### config.mk
export PLATFORM = sky130hd
export DESIGN_NAME = bios_rom_arbiter
export DESIGN_NICKNAME = d
export VERILOG_FILES = /design/src/rtl/zbc_wb_pkg.sv /design/src/rtl/arb_rr2.sv /design/src/rtl/bios_rom_arbiter.sv
export SDC_FILE = /design/constraint.sdc
export NUM_CORES = 1
export LEC_CHECK = 0
export CORE_ASPECT_RATIO = 0.75
export CORE_MARGIN = 3
export CORE_UTILIZATION = 23
export CTS_CLUSTER_DIAMETER = 80
export DETAILED_ROUTE_END_ITERATION = 6
export HOLD_SLACK_MARGIN = 0.08
export PLACE_DENSITY = 0.85
export SETUP_SLACK_MARGIN = 0.2
export SLEW_MARGIN = 20
export SYNTH_ARGS = -nofsm -noshare
export SYNTH_HDL_FRONTEND = slang
export SYNTH_SLANG_ARGS = --single-unit
### constraint.sdc
create_clock -name wb_clk_i -period 1.95 [get_ports wb_clk_i]
set_input_delay 0.39 -clock wb_clk_i [delete_from_list [all_inputs] [get_ports wb_clk_i]]
set_output_delay 0.39 -clock wb_clk_i [all_outputs]
set_load 0.05 [all_outputs]
### src/rtl/zbc_wb_pkg.sv
// Shared Wishbone definitions for the BIOS ROM arbiter: bus widths, arbiter
// state encoding and the default stall-timeout limit.
package zbc_wb_pkg;

    localparam int WB_ADR_W        = 19;
    localparam int WB_DAT_W        = 16;
    localparam int WB_SEL_W        = 2;
    localparam int TIMER_W         = 8;
    localparam int TIMEOUT_DEFAULT = 255;

    typedef enum logic [1:0] {
        IDLE  = 2'd0,
        GNT0  = 2'd1,
        GNT1  = 2'd2,
        DRAIN = 2'd3
    } arb_state_e;

endpackage

### src/rtl/arb_rr2.sv
// Two-way round-robin pick: returns the index of the master to grant,
// preferring the one that was not served last when both request.
module arb_rr2 (
    input  logic [1:0] req,
    input  logic       last,
    output logic       gnt
);

    always_comb begin
        // NOTE: default first so every path assigns gnt and no latch is inferred.
        gnt = 1'b0;
        case (req)
            2'b01:   gnt = 1'b0;
            2'b10:   gnt = 1'b1;
            2'b11:   gnt = ~last;
            default: gnt = 1'b0;
        endcase
    end

endmodule

### src/rtl/bios_rom_arbiter.sv
// Two-master Wishbone arbiter in front of the single-ported BIOS ROM.
// Optional stall timeout is compiled in with `define BIOS_ARB_TIMEOUT_EN.
module bios_rom_arbiter
    import zbc_wb_pkg::*;
#(
    parameter int TIMEOUT_CYCLES = TIMEOUT_DEFAULT
) (
    input  logic                wb_clk_i,
    input  logic                wb_rst_i,

    input  logic [WB_ADR_W-1:0] m0_adr_i,
    input  logic [WB_DAT_W-1:0] m0_dat_i,
    output logic [WB_DAT_W-1:0] m0_dat_o,
    input  logic                m0_we_i,
    input  logic                m0_tga_i,
    input  logic [WB_SEL_W-1:0] m0_sel_i,
    input  logic                m0_stb_i,
    input  logic                m0_cyc_i,
    output logic                m0_ack_o,
    output logic                m0_err_o,

    input  logic [WB_ADR_W-1:0] m1_adr_i,
    input  logic [WB_DAT_W-1:0] m1_dat_i,
    output logic [WB_DAT_W-1:0] m1_dat_o,
    input  logic                m1_we_i,
    input  logic                m1_tga_i,
    input  logic [WB_SEL_W-1:0] m1_sel_i,
    input  logic                m1_stb_i,
    input  logic                m1_cyc_i,
    output logic                m1_ack_o,
    output logic                m1_err_o,

    output logic [WB_ADR_W-1:0] s_adr_o,
    output logic [WB_DAT_W-1:0] s_dat_o,
    output logic                s_we_o,
    output logic                s_tga_o,
    output logic [WB_SEL_W-1:0] s_sel_o,
    output logic                s_stb_o,
    output logic                s_cyc_o,
    input  logic [WB_DAT_W-1:0] s_dat_i,
    input  logic                s_ack_i
);

    if (TIMEOUT_CYCLES < 1 || TIMEOUT_CYCLES > 255) begin : g_bad_timeout
        $error("bios_rom_arbiter: TIMEOUT_CYCLES must be in 1..255");
    end

    arb_state_e state_q, state_d;
    logic       last_q, last_d;
    logic [1:0] req;
    logic       pick;
    logic       timeout;

    assign req = {m1_cyc_i & m1_stb_i, m0_cyc_i & m0_stb_i};

    arb_rr2 u_rr (
        .req  (req),
        .last (last_q),
        .gnt  (pick)
    );

    // Read data is broadcast; only the per-master ack qualifies it.
    assign m0_dat_o = s_dat_i;
    assign m1_dat_o = s_dat_i;

`ifdef BIOS_ARB_TIMEOUT_EN
    logic [TIMER_W-1:0] timer_q;
    logic               stalled;

    assign stalled = (((state_q == GNT0) && m0_stb_i) ||
                      ((state_q == GNT1) && m1_stb_i)) && !s_ack_i;
    assign timeout = stalled && (timer_q == TIMER_W'(TIMEOUT_CYCLES - 1));

    always_ff @(posedge wb_clk_i) begin
        if (wb_rst_i)
            timer_q <= '0;
        else if (stalled && (state_d != DRAIN))
            timer_q <= timer_q + 1'b1;
        else
            timer_q <= '0;
    end
`else
    assign timeout = 1'b0;
`endif

    always_ff @(posedge wb_clk_i) begin
        // NOTE: non-blocking assignments so every register samples pre-edge values.
        if (wb_rst_i) begin
            state_q <= IDLE;
            last_q  <= 1'b1;
        end else begin
            state_q <= state_d;
            last_q  <= last_d;
        end
    end

    always_comb begin
        state_d  = state_q;
        last_d   = last_q;
        s_adr_o  = '0;
        s_dat_o  = '0;
        s_we_o   = 1'b0;
        s_tga_o  = 1'b0;
        s_sel_o  = '0;
        s_stb_o  = 1'b0;
        s_cyc_o  = 1'b0;
        m0_ack_o = 1'b0;
        m1_ack_o = 1'b0;
        m0_err_o = 1'b0;
        m1_err_o = 1'b0;

        case (state_q)
            IDLE: begin
                if (|req)
                    state_d = pick ? GNT1 : GNT0;
            end
            GNT0: begin
                s_adr_o  = m0_adr_i;
                s_dat_o  = m0_dat_i;
                s_we_o   = m0_we_i;
                s_tga_o  = m0_tga_i;
                s_sel_o  = m0_sel_i;
                s_stb_o  = m0_stb_i;
                s_cyc_o  = m0_cyc_i;
                // A registered ack landing after the master dropped cyc is stale.
                m0_ack_o = s_ack_i & m0_cyc_i;
                m0_err_o = timeout;
                if (!m0_cyc_i || timeout) begin
                    state_d = DRAIN;
                    last_d  = 1'b0;
                end
            end
            GNT1: begin
                s_adr_o  = m1_adr_i;
                s_dat_o  = m1_dat_i;
                s_we_o   = m1_we_i;
                s_tga_o  = m1_tga_i;
                s_sel_o  = m1_sel_i;
                s_stb_o  = m1_stb_i;
                s_cyc_o  = m1_cyc_i;
                m1_ack_o = s_ack_i & m1_cyc_i;
                m1_err_o = timeout;
                if (!m1_cyc_i || timeout) begin
                    state_d = DRAIN;
                    last_d  = 1'b1;
                end
            end
            DRAIN:   state_d = IDLE;
            default: state_d = IDLE;
        endcase
    end

endmodule
## Word level (Yosys, flattened, before mapping)

Index checks and enable logic that the tools add are counted.

| cells by class | value |
|---|---|
| eq/ne operators | 8 |
| mux-type cells | 18 |
| bitwise operators | 5 |
| reductions and logical operators | 5 |

Operators with widths:

| kind | count |
|---|---|
| case mux 19 bit (2 select lines) | 1 |
| case mux 16 bit (2 select lines) | 1 |
| case mux 1 bit (2 select lines) | 6 |
| == test 2 bit (second input constant) | 4 |
| two-way mux 2 bit | 4 |
| case mux 2 bit (4 select lines) | 1 |
| != test 2 bit (second input constant) | 3 |
| AND reduction 3 bit | 2 |
| AND 1 bit | 4 |
| two-way mux 1 bit | 4 |
| case mux 2 bit (2 select lines) | 1 |
| == test 2 x 1 -> 1 bit (second input constant) | 1 |
| zero test 2 bit | 1 |
| nonzero test 2 bit | 1 |
| OR reduction 2 bit | 1 |
| NOT 1 bit | 1 |

| storage, ports and cells | value |
|---|---|
| flip-flop bits (word level) | 3 |
| input bits | 101 |

## Longest topological paths before layout

Gate-level depths: netlist of the first run.

| logic depth | value |
|---|---|
| depth after elaboration | 6 |
| gate-level depth with buffers | 6 |
| depth with buffers taken out | 5 |

## Cells and area by module

From an unflattened synthesis of the first run, not the netlist that was laid out.

| unflattened totals | value |
|---|---|
| cells, all modules | 161 |
| area total of the unflattened synthesis | 1,159.9 um^2 |

Modules (own cells, without submodules):

| module | times used | cells each | area each (um^2) | sequential area each (um^2) |
|---|---|---|---|---|
| bios_rom_arbiter | 1 | 160 | 1,148.6 | 60.1 |
| arb_rr2 | 1 | 1 | 11.3 | 0.0 |

## Least setup slack after synthesis of the first run

OpenSTA, ideal clock, no wires.

| timing | value |
|---|---|
| kind | register to output |
| start | register state_q[1] |
| end | output s_adr_o[0] |
| data arrival time | 1.758 ns |
| data required time | 1.560 ns |
| path slack | -0.198 ns |
| stages on the path, launching flop included | 6 |
| path buffers | 2 |
| cell sequence | dfxtp_1 -> inv_1 -> ha_1 -> clkbuf_2 -> clkbuf_1 -> nor2b_1 |

| between the ends | value |
|---|---|
| cells in the longest elaborated chain, start to end | 2 |

RTL lines:

| what | RTL line | source |
|---|---|---|
| from (decl) | bios_rom_arbiter.sv:48 | `arb_state_e state_q, state_d;` |
| from (signal assigned) | bios_rom_arbiter.sv:92 | `state_q <= state_d;` |
| == test 2 bit / == test 2 x 1 -> 1 bit (equally long branches) | bios_rom_arbiter.sv:112 | `case (state_q)` |
| case mux 19 bit (2 select lines) * | bios_rom_arbiter.sv:112 |  |
| to (decl) | bios_rom_arbiter.sv:33 | `output logic [WB_ADR_W-1:0] s_adr_o,` |

Mark *: on every way between the ends. The rest lies on a longest branch, timed or not.

## Final worst setup path of the first run

| timing | value |
|---|---|
| start | register state_q[0] |
| end | output s_adr_o[18] |

The elaborated chain is that of the path after synthesis.

==> flow_metrics.env, run 1 <==
export IMPL_diodes=0
export IMPL_yosys_warnings=0
export IMPL_grt_pass1_vias=1688
export IMPL_initial_core_util=0.248
export IMPL_r2r_setup_slack_ns=0.29
export IMPL_finalHoldViolCount=0
export IMPL_synthToLayoutAreaGrowth_pct=208
export IMPL_grt_overflow=0
export IMPL_gp_congestion=0.770
export IMPL_setup_tns_final_ns=0
export IMPL_grt_busiest_layer="met2"
export IMPL_synth_flop_cell="dfxtp_1"
export IMPL_post_drt_wl_per_cell_um=19.9
export IMPL_grt_max_degree=24
export IMPL_fin_area_um2=3530
export IMPL_clock_sinks=3
export IMPL_gr_usage_all_layers=0.198
export IMPL_critPathArrivalTime_ns=1.48
export IMPL_post_route_period_util=0.961
export IMPL_dp_slack_ns=0.151
export IMPL_cp_required_ns=1.56
export IMPL_critPathLaunchType="register"
export IMPL_synth_most_common_cell="nor2b_1"
export IMPL_min_path_cells=2
export IMPL_cts_tree="yes"
export IMPL_root_buffer="clkbuf_8"
export IMPL_hp_class="register to register"
export IMPL_stdcell_count=315
export IMPL_grt_pass1_wl_um=8900
export IMPL_r2r_start="state_q[0]"
export IMPL_whs_ns=0.610
export IMPL_synth_common_cells="nor2b_1 (42), a22oi_1 (40), buf_4 (34)"
export IMPL_cp_slowest_cell="dfxtp_2"
export IMPL_min_to="last_q"
export IMPL_rows=21
export IMPL_critical_path_depth=6
export IMPL_met1_usage=0.202
export IMPL_synthArstFlopShare=0
export IMPL_skew_ns=0.000570
export IMPL_wl_um=6280
export IMPL_yosysUniqueCellTypes=26
export IMPL_grtUsageMet2=0.398
export IMPL_clkTransAtPathRegs_ns=0.03
export IMPL_dpl_instance_area_um2=2750
export IMPL_netlist_area_um2=1150
export IMPL_synth_cells=158
export IMPL_finalPower_mw=5.49
export IMPL_clockBufferDepth=2
export IMPL_min_period_ns=1.87
export IMPL_syn_avg_cell_area_um2=7.26
export IMPL_drt_antenna_violating_nets=0
export IMPL_final_setup_viol_count=0
export IMPL_rsz0062_at_grt="true"
export IMPL_ioPinCount=178
export IMPL_die_w_um=87.6
export IMPL_worstSetupPathType="register to output pin"
export IMPL_first_pass_iters=4
export IMPL_report_final_slew_viol_count=0
export IMPL_numCtsBuffers=3
export IMPL_synthTopCellsByArea="a22oi_1 (26%), nor2b_1 (23%), buf_4 (22%), dfxtp_1 (5.2%), buf_2 (3.9%)"
export IMPL_drv_cap=0
export IMPL_via_count=1587
export IMPL_setup_slack_ns=0.0753
export IMPL_dieArea_um2=5880
export IMPL_status="finished clean"
export IMPL_leakage_nw=1.25
export IMPL_drtIter0Drc=53
export IMPL_r2r_end="last_q"
export IMPL_slowest_delay_ns=0.32
export IMPL_seq_area_frac_synth=0.0523
export IMPL_drc=0
export IMPL_path_delay_family="buffers and inverters"
export IMPL_synth_top_area_frac=0.262
export IMPL_synth_seq_cells=3
export IMPL_antenna_found_initial=0
export IMPL_vdd_drop_max_mv=0.972
export IMPL_core_um2=4620
export IMPL_drt_vias_per_instance=5.04
export IMPL_finish_utilization=0.764
export IMPL_cts_htree_levels=1
export IMPL_nNetsFinal=363
export IMPL_worstHoldStart="last_q"
export IMPL_die_y_um=67.2
export IMPL_clock_latency_ns=0.22
export IMPL_crit_chain="buf_6 > ha_4 > buf_16 > a22oi_2 > nor2b_4 > buf_12"
export IMPL_dp_hpwl_um=3750
export IMPL_synth_edff_count=0
export IMPL_drive_gt1_frac=0.597
export IMPL_gr_usage_met3=0.0622
export IMPL_yosys_area_top_type="a22oi_1"
export IMPL_fmax_ghz=0.533
export IMPL_cp_max_fo=12
export IMPL_power_density_nw_per_um2=1550
export IMPL_end_kind="output pin"
export IMPL_dp_cells=299
export IMPL_r2r_cells=7
export IMPL_crit_buf_inv=3
export IMPL_port_buffers=127
==> layout by cell type (no fill, tap or decap) <==
master / Yosys / layout
clkbuf_1: 4 / 1
and2_4: 1 / 1
a21boi_1: 1 / 1
nand2b_1: 2 / 2
conb_1: 1 / 2
nor2b_4: 0 / 41
dfxtp_2: 0 / 1
clkbuf_16: 0 / 4
dfxtp_1: 3 / 1
nand3_1: 1 / 1
clkdlybuf4s50_1: 0 / 84
clkbuf_8: 0 / 3
o31a_1: 1 / 1
a311o_1: 2 / 2
inv_1: 3 / 1
and2_1: 1 / 1
dfxtp_4: 0 / 1
inv_4: 0 / 1
ha_4: 0 / 3
buf_12: 0 / 48
nor2_1: 1 / 1
o32ai_1: 1 / 1
buf_4: 34 / 3
nor2b_1: 42 / 1
a22oi_4: 1 / 1
a31oi_1: 1 / 1
a211oi_1: 1 / 1
mux2i_1: 1 / 1
buf_16: 0 / 4
and3_1: 1 / 1
a22oi_2: 0 / 40
inv_2: 0 / 1
buf_6: 1 / 1
and3_2: 1 / 1
==> registers in the layout (all words and copies together) (netlist names) <==
signal   flops
state_q      2
last_q       1
==> layer usage <==
layer / vias to the layer above / wire length [um] / share of wire
li1: 727 / - / -
met1: 762 / 2290 / 0.36
met2: 94 / 3390 / 0.54
met3: 4 / 575 / 0.092
met4: 0 / 25 / 0.0040
met5: - / 0 / 0
==> worst min-delay path: stages, from the launching register on <==
cell and delay, ns:
dfxtp_1 0.31, a21boi_1 0.15, a311o_1 0.11
==> area by class of cell <==
type	instances	area (um^2)
timing repair buffer	144	2050
multi-input combinational	104	1290
fill	292	1090
tap	57	71.3
sequential	3	65.1
clock buffer	4	45.0
inverter	3	13.8
==> report_power, final <==
group          internal, mW  total, mW  switching [mW]
Clock                 0.140      0.183          0.0431
Sequential            0.101      0.128          0.0279
Combinational          2.79       5.18            2.38
Total                  3.03       5.49            2.45
==> worst max path at each step <==
stage / start / end / slack (ns)
after floorplan: state_q[1] / s_adr_o[0] / 0.05
after global placement: m0_cyc_i / s_cyc_o / 0.19
after detailed placement: m0_cyc_i / s_cyc_o / 0.15
after CTS: state_q[1] / s_adr_o[11] / 0.08
after global routing: state_q[0] / s_adr_o[18] / 0.03
final: state_q[0] / s_adr_o[18] / 0.08
==> kinds of logic after synthesis <==
family	Yosys count	synth area share
multiplexers	1	0.00872
flip-flops	3	0.0523
AO/OA/AOI/OAI	48	0.332
AND/OR/NAND/NOR	50	0.273
other	1	0.00327
adder cells (fa/ha/maj)	3	0.0327
buffers and inverters	52	0.299
==> repair_timing <==
| item | CTS | global route |
|---|---|---|
| endpoints found under the setup margin | 43 | 44 |
| endpoints found under the hold margin | 0 | 0 |
| setup buffers | 2 | 2 |
| gates resized for setup | 106 | 3 |
| cloned | 4 | 4 |
| pin swaps | 2 | 26 |
| hold buffers | 0 | 0 |
No activity file was read; power rests on OpenSTA's default activity.
==> inputs of run 2 (changes only) <==
Settings changed: CTS_CLUSTER_DIAMETER 80 to not set, RECOVER_POWER set to 50, SLEW_MARGIN 20 to not set.
==> run 2 against run 1 <==
Effect of this change:
- register-to-register slack worse by 0.07 ns
- utilization is 0.27 points lower
- sequential share of layout area hardly changed
- total power is 0.48% lower
- hold slack better by 0.0058 ns
- cell count stayed put
- sequential cell count stayed put
- final area is 0.35% lower
- via count is 0.63% higher
==> flow_metrics.env, run 2 (same netlist as run 1, synthesis figures left out) <==
export IMPL_status="finished clean"
export IMPL_hp_class="register to register"
export IMPL_final_setup_viol_count=0
export IMPL_gp_congestion=0.770
export IMPL_via_count=1597
export IMPL_cp_required_ns=1.56
export IMPL_numCtsBuffers=3
export IMPL_top_regs="state_q x2, last_q x1"
export IMPL_fmax_ghz=0.533
export IMPL_drv_cap=0
export IMPL_end_kind="output pin"
export IMPL_antenna_found_initial=0
export IMPL_synthToLayoutAreaGrowth_pct=207
export IMPL_setup_slack_ns=0.0751
export IMPL_rsz0062_at_grt="true"
export IMPL_grt_overflow=0
export IMPL_port_buffers=127
export IMPL_min_period_ns=1.87
export IMPL_drtIter0Drc=53
export IMPL_diodes=0
export IMPL_regArea_um2=65.1
export IMPL_min_path_cells=2
export IMPL_leakage_nw=1.24
export IMPL_first_pass_iters=4
export IMPL_cp_max_fo=12
export IMPL_grt_pass1_wl_um=8900
export IMPL_ioPinCount=178
export IMPL_root_buffer="clkbuf_8"
export IMPL_die_w_um=87.6
export IMPL_critPathLaunchType="register"
export IMPL_power_density_nw_per_um2=1550
export IMPL_grt_pass1_vias=1688
export IMPL_drt_vias_per_instance=5.07
export IMPL_cp_slowest_cell="dfxtp_2"
export IMPL_vdd_drop_max_mv=0.973
export IMPL_dieArea_um2=5880
export IMPL_report_final_slew_viol_count=0
export IMPL_slowest_delay_ns=0.32
export IMPL_clockBufferDepth=2
export IMPL_cts_htree_levels=1
export IMPL_critical_path_depth=6
export IMPL_largest_register="state_q"
export IMPL_dp_slack_ns=0.151
export IMPL_wl_um=6290
export IMPL_path_delay_family="buffers and inverters"
export IMPL_post_drt_wl_per_cell_um=20.0
export IMPL_clkTransAtPathRegs_ns=0.03
export IMPL_crit_buf_inv=3
export IMPL_rows=21
export IMPL_die_y_um=67.2
export IMPL_mostFrequentLayoutCells="clkdlybuf4s50_1 (84), buf_12 (47), nor2b_4 (41), a22oi_2 (40)"
export IMPL_fin_area_um2=3520
export IMPL_cts_tree="yes"
export IMPL_drt_antenna_violating_nets=0
export IMPL_finalHoldViolCount=0
export IMPL_worstSetupPathType="register to output pin"
export IMPL_clock_sinks=3
export IMPL_multiInputGateArea_um2=1290
export IMPL_largest_register_ff_count=2
export IMPL_initial_core_util=0.248
export IMPL_dp_hpwl_um=3750
export IMPL_critPathArrivalTime_ns=1.48
export IMPL_finish_utilization=0.762
export IMPL_gr_usage_all_layers=0.198
export IMPL_clock_latency_ns=0.22
export IMPL_fill_cells=295
export IMPL_r2r_cells=7
export IMPL_post_route_period_util=0.962
export IMPL_nNetsFinal=363
export IMPL_final_common_cell="clkdlybuf4s50_1"
export IMPL_drive_gt1_frac=0.593
export IMPL_drc=0
export IMPL_crit_chain="buf_6 > ha_4 > buf_16 > a22oi_2 > nor2b_4 > buf_12"
export IMPL_grt_max_degree=24
export IMPL_cts_hold_fix_buffers=0
export IMPL_skew_ns=0.000718
export IMPL_core_um2=4620
export IMPL_setup_tns_final_ns=0
export IMPL_dpl_instance_area_um2=2750
## run 2: changes by cell type in the layout (fill, tap and decap cells not counted)
cell,before,now
buf_12,48,47
buf_4,3,2
buf_6,1,2
clkbuf_1,1,2
## run 2: repair_timing
| action | 4_1_cts | 5_1_grt |
|---|---|---|
| pin swaps | 2 | 26 |
| cloned | 4 | 4 |
| resized for setup | 106 | 3 |
| endpoints found under the setup margin | 43 | 44 |
| setup buffers | 2 | 2 |
## run 2: worst paths after layout
check	start	endpoint	slack, ns
worst max-delay path	state_q[0]	s_adr_o[18]	0.08
worst min-delay path	last_q	last_q	0.62
worst max register to register	state_q[0]	last_q	0.22
worst min register to register	last_q	last_q	0.62
## run 2: tightest hold or removal path, stage by stage (launching register included)
cell,delay (ns)
dfxtp_1,0.31
a21boi_1,0.15
a311o_1,0.12
## run 2: power by group
group	switching, mW	internal (mW)	total [mW]
clock network	0.0433	0.140	0.183
registers	0.0279	0.101	0.129
logic	2.38	2.77	5.15
## run 2: cell type report
class	instances	area share
multi-input combinational	104	0.367
tap	57	0.0202
timing repair buffer	144	0.577
inverter	3	0.00391
clock buffer	4	0.0128
sequential	3	0.0185
## run 2: metal layers
| metal | GRT usage | up-vias | part of all wire |
|---|---|---|---|
| li1 | - | 727 | - |
| met1 | 0.202 | 770 | 0.36 |
| met2 | 0.398 | 96 | 0.54 |
| met3 | 0.0622 | 4 | 0.093 |
| met4 | 0.0326 | 0 | 0.0040 |
| met5 | 0 | - | 0 |
## run 2: per-stage QoR
stage | cells | total power [mW] | hold slack [ns]
after global placement | 299 | 3.66 | 0.489
after CTS | 309 | 5.25 | 0.575
after floorplan | 159 | 2.39 | 0.463
final | 315 | 5.46 | 0.616
after global routing | 315 | 5.68 | 0.653
after detailed placement | 299 | 3.71 | 0.496
==> patch (flow settings as in run 2) <==
Add a define of `BIOS_ARB_TIMEOUT_EN`.
--- a/src/rtl/bios_rom_arbiter.sv
+++ b/src/rtl/bios_rom_arbiter.sv
@@ -1,5 +1,7 @@
 // Two-master Wishbone arbiter in front of the single-ported BIOS ROM.
 // Optional stall timeout is compiled in with `define BIOS_ARB_TIMEOUT_EN.
+`define BIOS_ARB_TIMEOUT_EN
+
 module bios_rom_arbiter
     import zbc_wb_pkg::*;
 #(
Formal check against the unedited RTL: no difference found for any inputs over 10 cycles, from zero or initial values and one cycle with wb_rst_i high; that may be too few to reach the edited logic, so the function may still have changed.
==> patch against run 2 <==
  * The flow now finishes with violations (negative setup slack)
  * Design area increased by 23%
  * Routed wire length grew 56%
  * Total power up 3.4%
  * Maximum frequency is 9.3% lower
  * Area after synthesis rose by 34%
  * Worst setup slack worse by 0.19 ns
  * Critical path depth stayed put
  * Sequential share of layout area is 3.4 points higher
  * Sequential cell count increased by 8
  * Critical endpoint unchanged
  * Largest cell class unchanged
==> patch: results (changes against run 2) <==
status: "complete, but fails checks"  # was completed
violations: "negative setup slack"
synth-xor-area-share_pct: 3.406  # was 0%
finalSetupViolCount: 42  # was 0
wl_per_cell_um: 24.48  # was 19.97 um
vdd_drop_max_mv: 0.9807  # was 0.9726 mV
ys_types: 34  # was 26
post-route-worst-setup-slack_ns: -0.1172  # was 0.07506 ns
antenna_found_initial: 1  # was 0
critPathLaunch: "state_q[0]"  # unchanged
nets: 428  # was 363
drt_iter0_drc: 101  # was 53
drive_gt1_share_pct: 58.44  # was 59.30%
pwr-share-seq_pct: 5.2  # was 2.4%
pwr-share-comb_pct: 90.6  # was 94.3%
synth-adder-area-share_pct: 4.866  # was 3.272%
netSwitchingPower_w: 0.002519  # was 0.002451 W
p_leak_nw: 1.514  # was 1.243 nW
grt_max_degree: 23  # was 24
synthMuxAreaShare_pct: 0.6488  # was 0.8724%
synth_compound_area_share_pct: 29.76  # was 33.15%
synth_seq_area_share_pct: 14.27  # was 5.234%
synthTopCellsByCount: "41 x nor2b_1, 40 x a22oi_1, 34 x buf_4"  # was 42 x nor2b_1, 40 x a22oi_1, 34 x buf_4
critPathMaxStageDelay_ns: 0.38  # was 0.32 ns
slowest_stage: "ha_4"  # was dfxtp_2
dpl.hpwl_mm: 5.472  # was 3.751 mm
fin_worst_skew_ns: 0.004212  # was 0.0007181 ns
synth_area_leaders: "a22oi_1 19%, nor2b_1 17%, buf_4 17%, dfxtp_1 14%, ha_1 4.9%"  # was a22oi_1 26%, nor2b_1 23%, buf_4 22%, dfxtp_1 5.2%, buf_2 3.9%
insertion_delay_ns: 0.24  # was 0.22 ns
r2r_slack_ns: 0.06  # was 0.22 ns
-- patch: cell count changes after synthesis, sizes merged, moves of 3 or more --
| cell | change |
|---|---|
| xnor2 | +4 |
| dfxtp | +8 |
| nor2 | +3 |
| buf | -4 |
| nand3 | +5 |
| a211oi | +7 |
| clkbuf | +3 |
| nand2 | +3 |
| ha | +3 |
-- patch: layer usage --
layer	up-vias	wire length (um)	GRT usage, %
li1	941	-	-
met1	1059	3565	24.59
met2	122	5243	41.20
met3	31	744	5.000
met4	0	286	8.883
met5	-	0	0
-- patch: per-stage QoR --
step                util, %  instances  setup TNS, ns  cell area [sq um]  total power [W]
floorplan                 -        199              0               1904         0.002743
global placement      55.34        374         -1.264               3548         0.003847
detailed placement    55.34        374         -1.722               3548         0.003907
CTS                   64.10        394        -0.2898               4110         0.005024
global route          67.65        402         -5.891               4338         0.005806
finish                67.65        402         -3.643               4338         0.005643
-- patch: layout make-up --
cell class | instances | area [sq um]
timing repair buffer | 163 | 2276
inverter | 4 | 17.52
multi-input combinational | 138 | 1668
antenna | 1 | 2.502
sequential | 11 | 227.7
tap | 81 | 101.3
fill | 427 | 2074
clock buffer | 4 | 45.04
-- patch: how the worst min path moves through the flow --
stage | startpoint | end | slack, ns | cells after the start
5_1_grt | timer_q[0] | timer_q[0] | 0.54 | 2
4_1_cts | timer_q[0] | timer_q[0] | 0.51 | 2
6_report | timer_q[0] | timer_q[0] | 0.52 | 2
3_3_place_gp | timer_q[0] | timer_q[0] | 0.48 | 1
3_5_place_dp | timer_q[0] | timer_q[0] | 0.51 | 1
2_1_floorplan | timer_q[0] | timer_q[0] | 0.46 | 1
-- patch: timing repair --
item / in CTS / in global routing
buffers inserted: 9 / 1
pin swaps: 23 / 3
resized for setup: 60 / 18
cloned: 7 / 6
endpoints found under the setup margin: 55 / 55
